### config.mk
export PLATFORM = sky130hd
export DESIGN_NAME = chime_sequencer_flat
export DESIGN_NICKNAME = d
export VERILOG_FILES = /design/src/rtl/chime_sequencer_if.sv /design/src/rtl/chime_sequencer.sv /design/src/flat_wrapper.sv
export SDC_FILE = /design/constraint.sdc
export NUM_CORES = 1
export LEC_CHECK = 0
export CAP_MARGIN = 20
export CELL_PAD_IN_SITES_DETAIL_PLACEMENT = 0
export CELL_PAD_IN_SITES_GLOBAL_PLACEMENT = 1
export CORE_UTILIZATION = 51
export DETAILED_ROUTE_END_ITERATION = 7
export PLACE_DENSITY = 0.89
export SLEW_MARGIN = 20
export SYNTH_ARGS = -nofsm -noshare
export SYNTH_HDL_FRONTEND = slang
export SYNTH_SLANG_ARGS = --single-unit
### constraint.sdc
create_clock -name clk -period 5 [get_ports clk]
set_input_delay 0.5 -clock clk [delete_from_list [all_inputs] [get_ports clk]]
set_output_delay 0.5 -clock clk [all_outputs]
set_load 0.005 [all_outputs]
### src/rtl/chime_sequencer_if.sv
// ----------------------------------------------------------------------------
// chime_sequencer_if
// Bundles the doorbell chime signals: the raw push-button going into the
// sequencer and the tone/select/status lines coming out of it.
//   button : raw asynchronous push-button, high = pressed
//   tone_a : "ding" square wave (mux input a)
//   tone_b : "dong" square wave (mux input b)
//   sel    : mux select, 0 = tone_a, 1 = tone_b
//   busy   : high while a chime is playing
//   done   : one-cycle pulse when a chime completes normally
// master = the side that drives the button (board / bench)
// slave  = the chime sequencer itself
// ----------------------------------------------------------------------------
interface chime_sequencer_if;
    logic button;
    logic tone_a;
    logic tone_b;
    logic sel;
    logic busy;
    logic done;

    modport master (
        output button,
        input  tone_a,
        input  tone_b,
        input  sel,
        input  busy,
        input  done
    );

    modport slave (
        input  button,
        output tone_a,
        output tone_b,
        output sel,
        output busy,
        output done
    );
endinterface

### src/rtl/chime_sequencer.sv
// ----------------------------------------------------------------------------
// chime_sequencer
// Turns a raw push-button into a two-tone "ding-dong": the button is
// synchronised and debounced, a press starts DING (sel=0, tone_a) followed by
// DONG (sel=1, tone_b), and a one-cycle done pulse marks normal completion.
// Ports:
//   clk   : single clock, rising edge
//   rst_n : synchronous active-low reset
//   bus   : chime_sequencer_if.slave (button in; tone_a, tone_b, sel, busy,
//           done out -- all outputs come straight from flops)
// ----------------------------------------------------------------------------
module chime_sequencer #(
    parameter int unsigned DEBOUNCE_CYCLES = 4,
    parameter int unsigned DING_CYCLES     = 16,
    parameter int unsigned DONG_CYCLES     = 24,
    parameter int unsigned DIV_A           = 2,
    parameter int unsigned DIV_B           = 3,
    parameter int unsigned CNT_W           = 8
) (
    input  logic              clk,
    input  logic              rst_n,
    chime_sequencer_if.slave  bus
);

    typedef enum logic [1:0] {
        ST_IDLE = 2'd0,
        ST_DING = 2'd1,
        ST_DONG = 2'd2
    } state_t;

    localparam logic [CNT_W-1:0] ONE       = CNT_W'(1);
    localparam logic [CNT_W-1:0] DEB_LAST  = CNT_W'(DEBOUNCE_CYCLES - 1);
    localparam logic [CNT_W-1:0] DING_LAST = CNT_W'(DING_CYCLES - 1);
    localparam logic [CNT_W-1:0] DONG_LAST = CNT_W'(DONG_CYCLES - 1);
    localparam logic [CNT_W-1:0] DIVA_LAST = CNT_W'(DIV_A - 1);
    localparam logic [CNT_W-1:0] DIVB_LAST = CNT_W'(DIV_B - 1);

    logic             sync1_r;
    logic             sync2_r;
    logic             deb_r;
    logic             deb_prev_r;
    logic [CNT_W-1:0] deb_cnt_r;
    logic             press_s;

    state_t           state_r;
    state_t           state_s;
    logic [CNT_W-1:0] dur_r;
    logic [CNT_W-1:0] dur_s;
    logic             done_s;

    logic [CNT_W-1:0] div_a_r;
    logic [CNT_W-1:0] div_a_s;
    logic [CNT_W-1:0] div_b_r;
    logic [CNT_W-1:0] div_b_s;
    logic             tone_a_r;
    logic             tone_a_s;
    logic             tone_b_r;
    logic             tone_b_s;

    logic             sel_r;
    logic             busy_r;
    logic             done_r;

    // Two-flop synchroniser followed by the debounce counter and level history.
    always_ff @(posedge clk) begin
        if (!rst_n) begin
            sync1_r    <= 1'b0;
            sync2_r    <= 1'b0;
            deb_r      <= 1'b0;
            deb_prev_r <= 1'b0;
            deb_cnt_r  <= '0;
        end else begin
            sync1_r    <= bus.button;
            sync2_r    <= sync1_r;
            deb_prev_r <= deb_r;
            if (sync2_r == deb_r) begin
                deb_cnt_r <= '0;
            end else if (deb_cnt_r == DEB_LAST) begin
                // This sample is the DEBOUNCE_CYCLES-th consecutive disagreement.
                deb_r     <= ~deb_r;
                deb_cnt_r <= '0;
            end else begin
                deb_cnt_r <= deb_cnt_r + ONE;
            end
        end
    end

    // Only a rising debounced level counts, so a held button never retriggers.
    assign press_s = deb_r & ~deb_prev_r;

    // Next-state, duration counter and completion decode for the chime FSM.
    always_comb begin
        state_s = state_r;
        dur_s   = dur_r;
        done_s  = 1'b0;
        case (state_r)
            ST_IDLE: begin
                dur_s = '0;
                if (press_s) begin
                    state_s = ST_DING;
                end else begin
                    state_s = ST_IDLE;
                end
            end
            ST_DING: begin
                if (dur_r == DING_LAST) begin
                    state_s = ST_DONG;
                    dur_s   = '0;
                end else begin
                    dur_s   = dur_r + ONE;
                end
            end
            ST_DONG: begin
                if (dur_r == DONG_LAST) begin
                    state_s = ST_IDLE;
                    dur_s   = '0;
                    done_s  = 1'b1;
                end else begin
                    dur_s   = dur_r + ONE;
                end
            end
            default: begin
                state_s = ST_IDLE;
                dur_s   = '0;
            end
        endcase
    end

    // Tone dividers: cleared while idle and on the entry edge into DING,
    // otherwise free-running straight through the DING->DONG boundary.
    always_comb begin
        div_a_s  = div_a_r;
        div_b_s  = div_b_r;
        tone_a_s = tone_a_r;
        tone_b_s = tone_b_r;
        if ((state_s == ST_IDLE) || (state_r == ST_IDLE)) begin
            div_a_s  = '0;
            div_b_s  = '0;
            tone_a_s = 1'b0;
            tone_b_s = 1'b0;
        end else begin
            if (div_a_r == DIVA_LAST) begin
                div_a_s  = '0;
                tone_a_s = ~tone_a_r;
            end else begin
                div_a_s  = div_a_r + ONE;
            end
            if (div_b_r == DIVB_LAST) begin
                div_b_s  = '0;
                tone_b_s = ~tone_b_r;
            end else begin
                div_b_s  = div_b_r + ONE;
            end
        end
    end

    // State, counters and the registered outputs derived from the next state.
    always_ff @(posedge clk) begin
        if (!rst_n) begin
            state_r  <= ST_IDLE;
            dur_r    <= '0;
            div_a_r  <= '0;
            div_b_r  <= '0;
            tone_a_r <= 1'b0;
            tone_b_r <= 1'b0;
            sel_r    <= 1'b0;
            busy_r   <= 1'b0;
            done_r   <= 1'b0;
        end else begin
            state_r  <= state_s;
            dur_r    <= dur_s;
            div_a_r  <= div_a_s;
            div_b_r  <= div_b_s;
            tone_a_r <= tone_a_s;
            tone_b_r <= tone_b_s;
            sel_r    <= (state_s == ST_DONG);
            busy_r   <= (state_s != ST_IDLE);
            done_r   <= done_s;
        end
    end

    assign bus.tone_a = tone_a_r;
    assign bus.tone_b = tone_b_r;
    assign bus.sel    = sel_r;
    assign bus.busy   = busy_r;
    assign bus.done   = done_r;

endmodule
### src/flat_wrapper.sv
// flat-port wrapper written by rule: the top's interface ports become plain ports
module chime_sequencer_flat 
#(
    parameter int unsigned DEBOUNCE_CYCLES = 4,
    parameter int unsigned DING_CYCLES     = 16,
    parameter int unsigned DONG_CYCLES     = 24,
    parameter int unsigned DIV_A           = 2,
    parameter int unsigned DIV_B           = 3,
    parameter int unsigned CNT_W           = 8
)
  (clk, rst_n, bus_button, bus_tone_a, bus_tone_b, bus_sel, bus_busy, bus_done);
  chime_sequencer_if bus_i ();
  input  logic clk;
  input  logic rst_n;
  input wire logic [$bits(bus_i.button)-1:0] bus_button;
  output wire logic [$bits(bus_i.tone_a)-1:0] bus_tone_a;
  output wire logic [$bits(bus_i.tone_b)-1:0] bus_tone_b;
  output wire logic [$bits(bus_i.sel)-1:0] bus_sel;
  output wire logic [$bits(bus_i.busy)-1:0] bus_busy;
  output wire logic [$bits(bus_i.done)-1:0] bus_done;
  assign bus_i.button = bus_button;
  assign bus_tone_a = bus_i.tone_a;
  assign bus_tone_b = bus_i.tone_b;
  assign bus_sel = bus_i.sel;
  assign bus_busy = bus_i.busy;
  assign bus_done = bus_i.done;
  chime_sequencer #(.DEBOUNCE_CYCLES(DEBOUNCE_CYCLES), .DING_CYCLES(DING_CYCLES), .DONG_CYCLES(DONG_CYCLES), .DIV_A(DIV_A), .DIV_B(DIV_B), .CNT_W(CNT_W)) u_core (.clk(clk), .rst_n(rst_n), .bus(bus_i));
endmodule
; ---- After elaboration in Yosys (flattened, before gate mapping)
; Cells that the tools add are included.
[word_totals]
regBits = 43
latchBits = 0
ram_bits = 0
romBits = 0
out_inout_bits = 5
elab_cells = 52
n_memories = 0
[classes]
add_sub_neg = 4
n_mul = 0
div = 0
magnitude_cmp = 0
n_eq_ne = 9
shift = 0
n_mux = 8
bitwise = 7
reduce_logical = 10
[ops]
columns = operator, count
row1 = $add 8x1->8 const B, 4
row2 = $eq 8x2->1 const B, 2
row3 = $mux 8, 2
row4 = $pmux 8 s2, 1
row5 = $reduce_or 3->1, 3
row6 = $eq 8x1->1 const B, 1
row7 = $eq 8x4->1 const B, 1
row8 = $eq 8x5->1 const B, 1
row9 = $not 1->1, 6
row10 = $pmux 2 s3, 1
row11 = $eq 2x2->1 const B, 2
row12 = $logic_not 2->1, 2
row13 = $mux 2, 2
row14 = $reduce_and 2->1, 2
row15 = $eq 2x1->1 const B, 1
row16 = $mux 1, 2
row17 = $reduce_bool 2->1, 1
row18 = $reduce_or 2->1, 1
row19 = $and 1x1->1, 1
row20 = $eq 1x1->1, 1
row21 = $logic_or 1x1->1, 1

; ---- Depth between registers and ports, before layout
; Gate-level depths: netlist of the first run.
[depth]
depth_word = 7
mapped_depth = 8

; ---- Worst setup path before layout of the first run
; Ideal clock, no wire load.
[synth_path]
path_type = register -> register
start = reg u_core.state_r[0]
end = reg u_core.div_a_r[0]
setup_ps = 132
arrival_time_ps = 1510
required_time_ps = 4868
setup_slack_ps = 3358
stages_incl_launch_ff = 8
path_cell_list = dfxtp_1 inv_1 ha_1 or2_1 and3_1 a22oi_2 buf_6 a211oi_2
[synth_via]
elab_chain_len = 5
word_cells_on_any_way = 9
[synth_rtl]
columns = element, line_no
row1 = from (decl), chime_sequencer.sv:45  ; state_t state_r;
row2 = from (signal assigned), chime_sequencer.sv:170  ; state_r <= state_s;
row3 = "$eq 2x2->1, or another cell as far along", chime_sequencer.sv:96  ; case (state_r)
row4 = $pmux 2 s3, chime_sequencer.sv:96
row5 = $logic_not 2->1, chime_sequencer.sv:136  ; if ((state_s == ST_IDLE) || (state_r == ST_IDLE)) begin
row6 = $logic_or 1x1->1 *, chime_sequencer.sv:136
row7 = $reduce_or 3->1 (no line) *, --
row8 = to (signal assigned), chime_sequencer.sv:172  ; div_a_r <= div_a_s;
row9 = to (decl), chime_sequencer.sv:51  ; logic [CNT_W-1:0] div_a_r;
; Mark *: on every way between the ends. The rest lies on a longest branch, timed or not.
; A chain may end at the register's enable or synchronous reset.

; ---- Worst setup path after layout of the first run
[layout_path]
start = in rst_n
end = reg u_core.div_b_r[3]
[layout_via]
elab_chain_len = 2
[layout_rtl]
columns = element, line_no
row1 = from (decl), flat_wrapper.sv:14  ; input logic rst_n;
row2 = $not 1->1 (no line), --
row3 = $reduce_or 3->1 (no line), --
row4 = to (signal assigned), chime_sequencer.sv:173  ; div_b_r <= div_b_s;
row5 = to (decl), chime_sequencer.sv:53  ; logic [CNT_W-1:0] div_b_r;
; Every way passes these cells.

==> summary.txt, run 1 <==
First-pass GRT wire length = 6110 µm
DR WL/cell = 13.3 µm
DRC violations left = 0
Final Hold Fails = 0
GRT Util Overall = 19.3%
Cts repair resizes = 0
R2R setup slack = 3.09 ns
Most instantiated library cell after synthesis = dfxtp_1
Number of max-cap violations = 0
Top sig layer = met4
Crit start category = primary input
Final WL = 3420 µm
Max clock buf depth = 2
Slew margin rel. = 66.4%
Hold buffers post-CTS = 0
Final net count = 223
Met1 wire length = 1690 µm
IO Port Bufs = 7
RSZ-0062 raised after global routing = no
Synth area leaders = dfxtp_1, a211oi_2, xor2_1
Die footprint = 0.00422 mm²
Syn. warnings = 0
Crit path required time = 5.16 ns
1st-iter DRT viols = 42
Met2 Wirelength = 1590 µm
Final min period = 1.92 ns
Min Hold Slack = 0.450 ns
Ys flop type = dfxtp_1
Clock latency at the later pin of the worst-skew pair = 0.29 ns
Yosys cell types = 34
H-tree depth = 2
Slowest cell on the critical path = clkdlybuf4s50_1
Slew @ Worst Pin = 0.505 ns
Root buffer cell = clkbuf_8
Register bit total from synthesis = 43
FFs w/ async S/R, synth = 0%
Die Span X = 64.9 µm
Synth top area share = 42.6%
Worst r2r dst = u_core.bus.sel
Syn avg cell area = 10.2 µm²
Vias in the first global route = 1,382
Crit path arrival time = 2.08 ns
Critical Path End Type = flip-flop
Hold depth = 1
Syn Nets = 212
Max Clk Rate = 0.521 GHz
DP Worst Slack = 2.79 ns
Leading area contributor after synthesis = dfxtp_1
Slowest cell delay on critical path = 0.54 ns
Worst-path cell chain = clkdlybuf4s50_1 > and2b_1 > and3_1 > a22oi_2 > buf_4 > a211oi_2
Die Height = 64.9 µm
Worst r2r path cells = 6
Routability cong. = 0.841
Slew Viols, Final = 0
Outcome = finished clean
Initial antenna violation count = 0
Final setup margin = 3.08 ns
Inserted Diodes = 0
Worst setup path endpoint = u_core.div_b_r[3]
R2R Path Start = u_core.dur_r[0]
Setup tns final = 0 ns
Number of nets with antenna violations after routing = 0
Total global routing overflow = 0
# IOs = 8
Critical path origin = rst_n
Pwr Density = 258 mW/mm²
Synthesized area = 0.00202 mm²
Site Rows = 22
Fin crit share = 38.4%
Total power = 0.000569 W
Count of TritonRoute iterations in the first routing pass = 4
Via count = 1,358
Post-synth EDFFs = 0
Num CTS Buffers = 5
Final setup vio count = 0
Core Area = 0.00374 mm²
Post-CTS setup buffers = 0
Post-Syn Instances = 199
CP Class = in -> reg
Leakage = 0.761 nW
Vias per cell = 5.26
Proportion of layout cells with a drive suffix above 1 = 15.7%
Clock Pin Slew Worst Setup and Hold Paths = 0.08 ns
Crit Path Max Fanout = 20
Clock tree from TritonCTS = built
Initial Util = 54.0%
DP HPWL = 2420 µm
Met3 wire length = 110 µm
Sequential area share after synthesis = 42.6%
Clk_skew = 0.00302 ns
Area grow syn2layout = 9.04%
Largest net degree at the start of global routing = 22
# clock sinks = 43
Commonest cells in the netlist = dfxtp_1, nor2_1, a211oi_2, nand3_1, xor2_1
Worst VDD drop = 0.000152 V
Worst min path class = reg -> reg
[final cells by class]
cell class	instances	area, µm²
Fill cell	332	1540
Multi-Input combinational cell	141	1070
Sequential cell	43	861
Timing Repair Buffer	9	85.1
Clock buffer	6	82.6
Tap cell	48	60.1
Inverter	10	37.5
Clock inverter	1	5.00
[cell families (layout without fill, tap and decap cells)]
logic type | Yosys count | in the layout | share of synthesized area [%]
compound gates | 26 | 26 | 15.2
xor+xnor | 27 | 27 | 11.7
fa+ha+maj | 10 | 10 | 6.19
buf+inv | 15 | 26 | 4.33
flops | 43 | 43 | 42.6
simple gates | 78 | 78 | 19.9
[through the flow]
step | utilization, % | cells | instance area (µm²)
after floorplan | - | 199 | 2020
after global placement | 56.5 | 251 | 2120
after detailed placement | 56.5 | 251 | 2120
after CTS | 58.9 | 258 | 2200
after global routing | 58.9 | 258 | 2200
final | 58.9 | 258 | 2200
[where the power goes]
part           internal (W)  switching, W
Clock              0.000108      0.000112
Sequential         0.000343   0.000000608
Combinational    0.00000241    0.00000223
[sequential cells by signal (all words and copies together) (netlist names), 2 cells and up]
signal / count
u_core.deb_cnt_r: 8
u_core.div_a_r: 8
u_core.div_b_r: 8
u_core.dur_r: 8
u_core.state_r: 2
[cell usage in the layout, fill, tap and decap left out, drive strengths merged]
cell type,n
a211oi,18
a21boi,1
a22oi,1
a31oi,1
a41o,1
a41oi,1
and2,3
and2b,1
and3,6
and3b,1
and4,2
buf,2
clkbuf,6
clkdlybuf4s50,7
clkinv,1
dfxtp,43
ha,10
inv,10
nand2,11
nand2b,2
nand3,18
nand4,1
nor2,21
nor2b,1
nor3,4
nor3b,2
nor4b,3
o211ai,2
o21ba,1
or2,1
or2b,1
xnor2,9
xor2,18
[worst min path at each step]
stage	startpoint	end	slack [ns]
floorplan	u_core.sync1_r	u_core.sync2_r	0.41
global placement	u_core.sync1_r	u_core.sync2_r	0.43
detailed placement	u_core.sync1_r	u_core.sync2_r	0.43
CTS	u_core.sync1_r	u_core.sync2_r	0.46
global route	u_core.sync1_r	u_core.sync2_r	0.48
finish	u_core.sync1_r	u_core.sync2_r	0.45
[layer usage]
| metal | up-vias | global-route usage [%] |
|---|---|---|
| li1 | 705 | - |
| met1 | 636 | 22.8 |
| met2 | 13 | 32.0 |
| met3 | 4 | 4.23 |
| met4 | 0 | 10.8 |
| met5 | - | 0 |
[worst max-delay path, delay by kind of cell]
kind | cells | cell delay, ns
AOI/OAI and AO/OA | 2 | 0.25
buffers and inverters | 2 | 0.86
and+or+nand+nor | 2 | 0.45
Note: power is estimated with default switching activity, not from simulation.
==> run 2, diff against run 1 <==
--- a/config.mk
+++ b/config.mk
@@ -8,9 +8,9 @@
 export CAP_MARGIN = 20
 export CELL_PAD_IN_SITES_DETAIL_PLACEMENT = 0
 export CELL_PAD_IN_SITES_GLOBAL_PLACEMENT = 1
-export CORE_UTILIZATION = 51
+export CORE_UTILIZATION = 42
 export DETAILED_ROUTE_END_ITERATION = 7
-export PLACE_DENSITY = 0.89
+export PLACE_DENSITY = 0.79
 export SLEW_MARGIN = 20
 export SYNTH_ARGS = -nofsm -noshare
 export SYNTH_HDL_FRONTEND = slang
==> constraint.sdc (replaced) <==
create_clock -name clk -period 1.74 [get_ports clk]
set_input_delay 0.174 -clock clk [delete_from_list [all_inputs] [get_ports clk]]
set_output_delay 0.174 -clock clk [all_outputs]
set_load 0.005 [all_outputs]
==> run 2 against run 1 <==
- the flow now finishes with violations (DRC)
- critical path type is now reg -> reg
- flip-flop and latch count did not move
- via count is 3.3% higher
- worst setup slack got worse by 3.1 ns
- power grew to 3.2 times the previous value
- cell area grew 14%
- sequential power rose to 2.9 times the previous value
- clock-buffer cell count stayed put
- clock power increased to 3.7 times the previous value
- clock skew about the same
- critical endpoint unchanged
- die area increased by 21%
==> summary.txt, run 2 (synthesis results as in run 1) <==
Failing checks = DRC
Largest net degree at the start of global routing = 21 (was 22)
R2R setup slack = 0.03 ns (was 3.09 ns)
Clock tree from TritonCTS = built (unchanged)
Slew @ Worst Pin = 0.365 ns (was 0.505 ns)
Final setup margin = 0.0251 ns (was 3.08 ns)
Worst VDD drop = 0.000466 V (was 0.000152 V)
Leakage = 0.913 nW (was 0.761 nW)
Die footprint = 0.00509 mm² (was 0.00422 mm²)
Worst r2r dst = u_core.div_b_r[3] (was u_core.bus.sel)
H-tree depth = 2 (unchanged)
GRT Util Overall = 14.7% (was 19.3%)
DRC violations left = 1 (was 0)
CP delay by family, top = buffers and inverters (unchanged)
Core Area = 0.00447 mm² (was 0.00374 mm²)
Clock share of power = 44.6% (was 38.8%)
Via count = 1,403 (was 1,358)
Die Height = 71.4 µm (was 64.9 µm)
Slew margin rel. = 75.3% (was 66.4%)
1st-iter DRT viols = 51 (was 42)
Vias per cell = 5.01 (was 5.26)
Clock latency at the later pin of the worst-skew pair = 0.29 ns (about the same)
Initial Util = 45.2% (was 54.0%)
Final setup vio count = 0 (unchanged)
Reg power frac = 54.4% (was 60.4%)
RSZ-0062 raised after global routing = yes (was no)
Fin crit share = 98.6%
Share of total power in combinational logic = 0.9% (was 0.8%)
IO Port Bufs = 7 (unchanged)
Number of max-cap violations = 0 (unchanged)
DP Worst Slack = -0.00461 ns (was 2.79 ns)
Final net count = 240 (was 223)
Area grow syn2layout = 24.6% (was 9.04%)
Crit start category = flip-flop (was primary input)
# clock sinks = 43 (unchanged)
Vias in the first global route = 1,310 (was 1,382)
Multi-input logic area = 0.00113 mm² (was 0.00107 mm²)
Max Clk Rate = 0.583 GHz
Register area = 870 µm² (was 861 µm²)
Most common cell after layout, fill and taps aside = dfxtp_1 (unchanged)
Max clock buf depth = 2 (unchanged)
Hold depth = 1 (unchanged)
Net Sw Frac = 19.5% (was 20.2%)
Finished Cell Area = 0.00252 mm² (was 0.00220 mm²)
WHS Endpoint = u_core.sync2_r (unchanged)
Total global routing overflow = 0 (unchanged)
First-pass GRT wire length = 5910 µm (was 6110 µm)
Critical Path End Type = flip-flop (unchanged)
Initial antenna violation count = 0 (unchanged)
Final WL = 3630 µm (was 3420 µm)
Crit path required time = 1.96 ns (was 5.16 ns)
Switch Pwr = 0.000352 W (was 0.000115 W)
Num CTS Buffers = 5 (unchanged)
Slew Viols, Final = 0 (unchanged)
Most frequent cells in the layout = dfxtp_1, nor2_1, xor2_1, a211oi_2, nand3_1 (unchanged)
Clk_skew = 0.00307 ns (was 0.00302 ns)
# IOs = 8 (unchanged)
Crit Path Max Fanout = 5 (was 20)
Die Span X = 71.4 µm (was 64.9 µm)
Proportion of layout cells with a drive suffix above 1 = 28.1% (was 15.7%)
Hold_sp = u_core.sync1_r (unchanged)
Worst-path cell chain = buf_4 > ha_4 > and2b_1 > and3_4 > a22oi_2 > buf_6 > clkbuf_16 > a211oi_2 (was clkdlybuf4s50_1 > and2b_1 > and3_1 > a22oi_2 > buf_4 > a211oi_2)
Pwr Density = 719 mW/mm² (was 258 mW/mm²)
Clock Pin Slew Worst Setup and Hold Paths = 0.08 ns (about the same)
Outcome = finished with violations (was finished clean)
Crit path arrival time = 1.93 ns (was 2.08 ns)
Final Hold Fails = 0 (unchanged)
Fill count = 397 (was 332)
Site Rows = 24 (was 22)
Inserted Diodes = 0 (unchanged)
Count of TritonRoute iterations in the first routing pass = 6 (was 4)
Final min period = 1.71 ns
P_int = 0.00146 W (was 0.000454 W)
Crit path buf inv count = 3 (was 2)
Routability cong. = 0.825 (was 0.841)
Worst r2r path cells = 8 (was 6)
Placed Area = 0.00222 mm² (was 0.00212 mm²)
Slowest cell delay on critical path = 0.36 ns (was 0.54 ns)
Slowest cell on the critical path = dfxtp_4 (was clkdlybuf4s50_1)
CP Class = reg -> reg (was in -> reg)
Worst min path class = reg -> reg (unchanged)
R2R Path Start = u_core.state_r[0] (was u_core.dur_r[0])
DR WL/cell = 13.0 µm (was 13.3 µm)
Root buffer cell = clkbuf_8 (unchanged)
DP HPWL = 2220 µm (was 2420 µm)
Number of nets with antenna violations after routing = 0 (unchanged)
Hold buffers post-CTS = 0 (unchanged)
[run 2: what timing repair did]
action | CTS | global route
cloned | 1 | 2
buffers inserted | 1 | 3
endpoints found under the hold margin | 0 | 0
endpoints found under the setup margin | 17 | 22
pin swaps | 2 | 15
gates resized for setup | 3 | 18
[run 2: worst max path at each step]
stage | slack (ns) | start | to | depth (start not counted)
2_1_floorplan | 0.1 | u_core.state_r[0] | u_core.div_a_r[0] | 7
3_3_place_gp | 0.02 | u_core.state_r[0] | u_core.div_b_r[1] | 7
3_5_place_dp | -0.005 | u_core.state_r[0] | u_core.div_b_r[2] | 7
4_1_cts | 0.02 | u_core.state_r[0] | u_core.div_b_r[1] | 8
5_1_grt | -0.04 | u_core.state_r[0] | u_core.div_b_r[3] | 8
6_report | 0.03 | u_core.state_r[0] | u_core.div_b_r[3] | 8
[run 2: cell type report]
type / instances / share of cell area [%]
flip-flops and latches: 43 / 34.5
well taps: 52 / 2.58
clock buffers: 6 / 3.28
inverters: 10 / 1.59
repair buffers: 26 / 11.8
clock inverters: 2 / 1.39
multi-input cells: 141 / 44.8
[run 2: worst reg2reg max path, cell delays in order, from the launching register on]
cell and delay (ns):
dfxtp_4 0.36, buf_4 0.15, ha_4 0.15, and2b_1 0.22, and3_4 0.19, a22oi_2 0.06, buf_6 0.15, clkbuf_16 0.15
a211oi_2 0.21
[run 2: metrics by stage]
stage	cells	hold slack (ns)	TNS, ns	total power (W)	util (%)
floorplan	199	0.296	0	0.00102	-
global placement	265	0.424	0	0.00103	49.6
detailed placement	265	0.425	-0.00722	0.00103	49.6
CTS	275	0.445	0	0.00183	53.1
global route	280	0.474	-0.0539	0.00187	56.3
finish	280	0.443	0	0.00181	56.3
[run 2: power by group through the flow]
stage | registers [W] | clock network [W] | logic [W]
after floorplan | 0.00101 | 0 | 0.00000579
after global placement | 0.00101 | 0 | 0.0000170
after detailed placement | 0.00101 | 0 | 0.0000169
after CTS | 0.000987 | 0.000823 | 0.0000170
after global routing | 0.000985 | 0.000863 | 0.0000191
final | 0.000984 | 0.000807 | 0.0000172
[run 2: metal layers]
layer  routed length (µm)  GRT usage, %  vias up
li1                     -             -      747
met1                 1850          19.6      635
met2                 1630          22.8       14
met3                  108          4.36        7
met4                   38          4.67        0
met5                    0             0        -
==> run 3, diff against run 2 <==
==> constraint.sdc (replaced) <==
create_clock -name clk -period 1.5 [get_ports clk]
set_input_delay 0.15 -clock clk [delete_from_list [all_inputs] [get_ports clk]]
set_output_delay 0.15 -clock clk [all_outputs]
set_load 0.005 [all_outputs]
==> run 3 against run 2 <==
- the run ends with setup timing left
- power up 2.5%
- worst setup slack got worse by 0.12 ns
- utilization is 0.11 points lower
- cell area decreased by 0.20%
- die area is the same
- clock power down 14%
- flip-flop and latch count unchanged
- routed wire length is 4.2% higher
- clock skew rose by 0.0017 ns
- largest power group unchanged
==> summary.txt, run 3 (synthesis results as in run 1) <==
Final WL = 3780 µm (was 3630 µm)
Slew @ Worst Pin = 0.378 ns (was 0.365 ns)
Hold depth = 1 (unchanged)
Proportion of layout cells with a drive suffix above 1 = 34.0% (was 28.1%)
CP Class = reg -> reg (unchanged)
Max Clk Rate = 0.629 GHz (was 0.583 GHz)
Site Rows = 24 (unchanged)
Crit Path Max Fanout = 20 (was 5)
Fin crit share = 106% (was 98.6%)
R2R Path Start = u_core.state_r[1] (was u_core.state_r[0])
DRC violations left = 0 (was 1)
# IOs = 8 (unchanged)
Leakage = 0.903 nW (was 0.913 nW)
Pwr Density = 738 mW/mm² (was 719 mW/mm²)
Failing checks = setup timing (was DRC)
Setup tns final = -1.69 ns (was 0 ns)
Clk_skew = 0.00474 ns (was 0.00307 ns)
Final Hold Fails = 0 (unchanged)
Met2 global-route usage = 30.6% (was 22.8%)
Via count = 1,474 (was 1,403)
Crit path arrival time = 1.75 ns (was 1.93 ns)
IO Port Bufs = 7 (unchanged)
Final setup vio count = 27 (was 0)
Vias per cell = 5.14 (was 5.01)
Most frequent cells in the layout = dfxtp_1, buf_4, xor2_1, a211oi_2, nand3_1 (was dfxtp_1, nor2_1, xor2_1, a211oi_2, nand3_1)
Number of max-cap violations = 0 (unchanged)
Count of TritonRoute iterations in the first routing pass = 4 (was 6)
GRT Util Overall = 16.4% (was 14.7%)
GRT busiest layer = met2 (unchanged)
RSZ-0062 raised after global routing = yes (unchanged)
R2R setup slack = -0.09 ns (was 0.03 ns)
Crit path required time = 1.66 ns (was 1.96 ns)
H-tree depth = 2 (unchanged)
Die Span X = 71.4 µm (unchanged)
Inst Count DP = 276 (was 265)
Root buffer cell = clkbuf_8 (unchanged)
First-pass GRT wire length = 6600 µm (was 5910 µm)
Vias in the first global route = 1,527 (was 1,310)
Total global routing overflow = 0 (unchanged)
Initial Util = 45.2% (unchanged)
Clock Pin Slew Worst Setup and Hold Paths = 0.08 ns (about the same)
Min Hold Slack = 0.442 ns (was 0.443 ns)
Clock tree from TritonCTS = built (unchanged)
Largest net degree at the start of global routing = 21 (unchanged)
1st-iter DRT viols = 53 (was 51)
Num CTS Buffers = 5 (unchanged)
Fill count = 381 (was 397)
# clock sinks = 43 (unchanged)
Critical Path End Type = flip-flop (unchanged)
Outcome = finished with violations (unchanged)
Routability cong. = 0.885 (was 0.825)
Worst r2r path cells = 7 (was 8)
DR WL/cell = 13.2 µm (was 13.0 µm)
Max clock buf depth = 2 (unchanged)
Die Height = 71.4 µm (unchanged)
DP HPWL = 2760 µm (was 2220 µm)
Worst min path class = reg -> reg (unchanged)
Worst setup path endpoint = u_core.div_a_r[5] (was u_core.div_b_r[3])
Die footprint = 0.00509 mm² (unchanged)
Fin cells = 287 (was 280)
Clock latency at the later pin of the worst-skew pair = 0.29 ns (about the same)
Grt met3 use = 4.50% (was 4.36%)
Inserted Diodes = 0 (unchanged)
Slew Viols, Final = 0 (unchanged)
Area grow syn2layout = 24.3% (was 24.6%)
Grt met1 use = 18.3% (was 19.6%)
Finished Cell Area = 0.00251 mm² (was 0.00252 mm²)
Worst VDD drop = 0.000365 V (was 0.000466 V)
Most common cell after layout, fill and taps aside = dfxtp_1 (unchanged)
Crit start category = flip-flop (unchanged)
Slew margin rel. = 74.8% (was 75.3%)
Critical path origin = u_core.state_r[1] (was u_core.state_r[0])
Total power = 0.00185 W (was 0.00181 W)
Initial antenna violation count = 0 (unchanged)
Number of nets with antenna violations after routing = 0 (unchanged)
Final min period = 1.59 ns (was 1.71 ns)
Placed Area = 0.00231 mm² (was 0.00222 mm²)
Final net count = 247 (was 240)
Final setup margin = -0.0905 ns (was 0.0251 ns)
Worst r2r dst = u_core.div_a_r[5] (was u_core.div_b_r[3])
Core Area = 0.00447 mm² (unchanged)
-- run 3: cell count changes in the layout (fill, tap and decap cells not counted), moves of 2 or more --
cell,delta
buf_4,+11
clkbuf_1,+2
clkbuf_16,-2
nor2_1,-6
nor2_2,+5
-- run 3: final cells by class --
| type | count | area (µm²) | share of cell area (%) |
|---|---|---|---|
| timing repair buffer | 33 | 290 | 11.6 |
| multi-input combinational | 141 | 1160 | 46.3 |
| tap | 52 | 65.1 | 2.59 |
| clock inverter | 1 | 5.00 | 0.199 |
| clock buffer | 7 | 76.3 | 3.04 |
| inverter | 10 | 42.5 | 1.69 |
| sequential | 43 | 871 | 34.7 |
-- run 3: worst min path at each step --
| stage | startpoint | endpoint | slack (ns) |
|---|---|---|---|
| 6_report | u_core.sync1_r | u_core.sync2_r | 0.44 |
| 4_1_cts | bus_button | u_core.sync1_r | 0.44 |
| 3_5_place_dp | u_core.sync1_r | u_core.sync2_r | 0.43 |
| 3_3_place_gp | u_core.sync1_r | u_core.sync2_r | 0.42 |
| 2_1_floorplan | rst_n | u_core.sync1_r | 0.27 |
| 5_1_grt | bus_button | u_core.sync1_r | 0.47 |
-- run 3: critical path: stages (launching register included) --
cell and delay, ns:
dfxtp_4 0.39, inv_4 0.05, ha_4 0.17, or2_1 0.25, and3_4 0.16, a22oi_2 0.16, buf_12 0.21, a211oi_2 0.09
-- run 3: routing by layer --
layer / part of all wire, % / up-vias
li1: - / 762
met1: 43 / 698
met2: 54 / 12
met3: 2.6 / 2
met4: 0.32 / 0
met5: 0 / -
-- run 3: what timing repair did --
item	CTS	global route
setup endpoints to repair	28	37
setup buffers	1	2
hold buffers	0	0
gates resized for setup	14	12
pin swaps	5	1
-- run 3: report_power, final --
part	internal (W)	leakage [nW]	switching, W	total [W]
combinational	0.0000129	0.511	0.00000906	0.0000220
clock	0.000327	0.0422	0.000365	0.000692
sequential	0.00114	0.349	0.00000134	0.00114
total	0.00148	0.903	0.000375	0.00185
-- run 3: per-stage QoR --
step           setup slack, ns  utilization, %
2_1_floorplan         0.000523               -
3_3_place_gp            -0.109            51.7
3_5_place_dp            -0.142            51.7
4_1_cts                -0.0931            54.9
5_1_grt                 -0.148            56.2
6_report               -0.0905            56.2
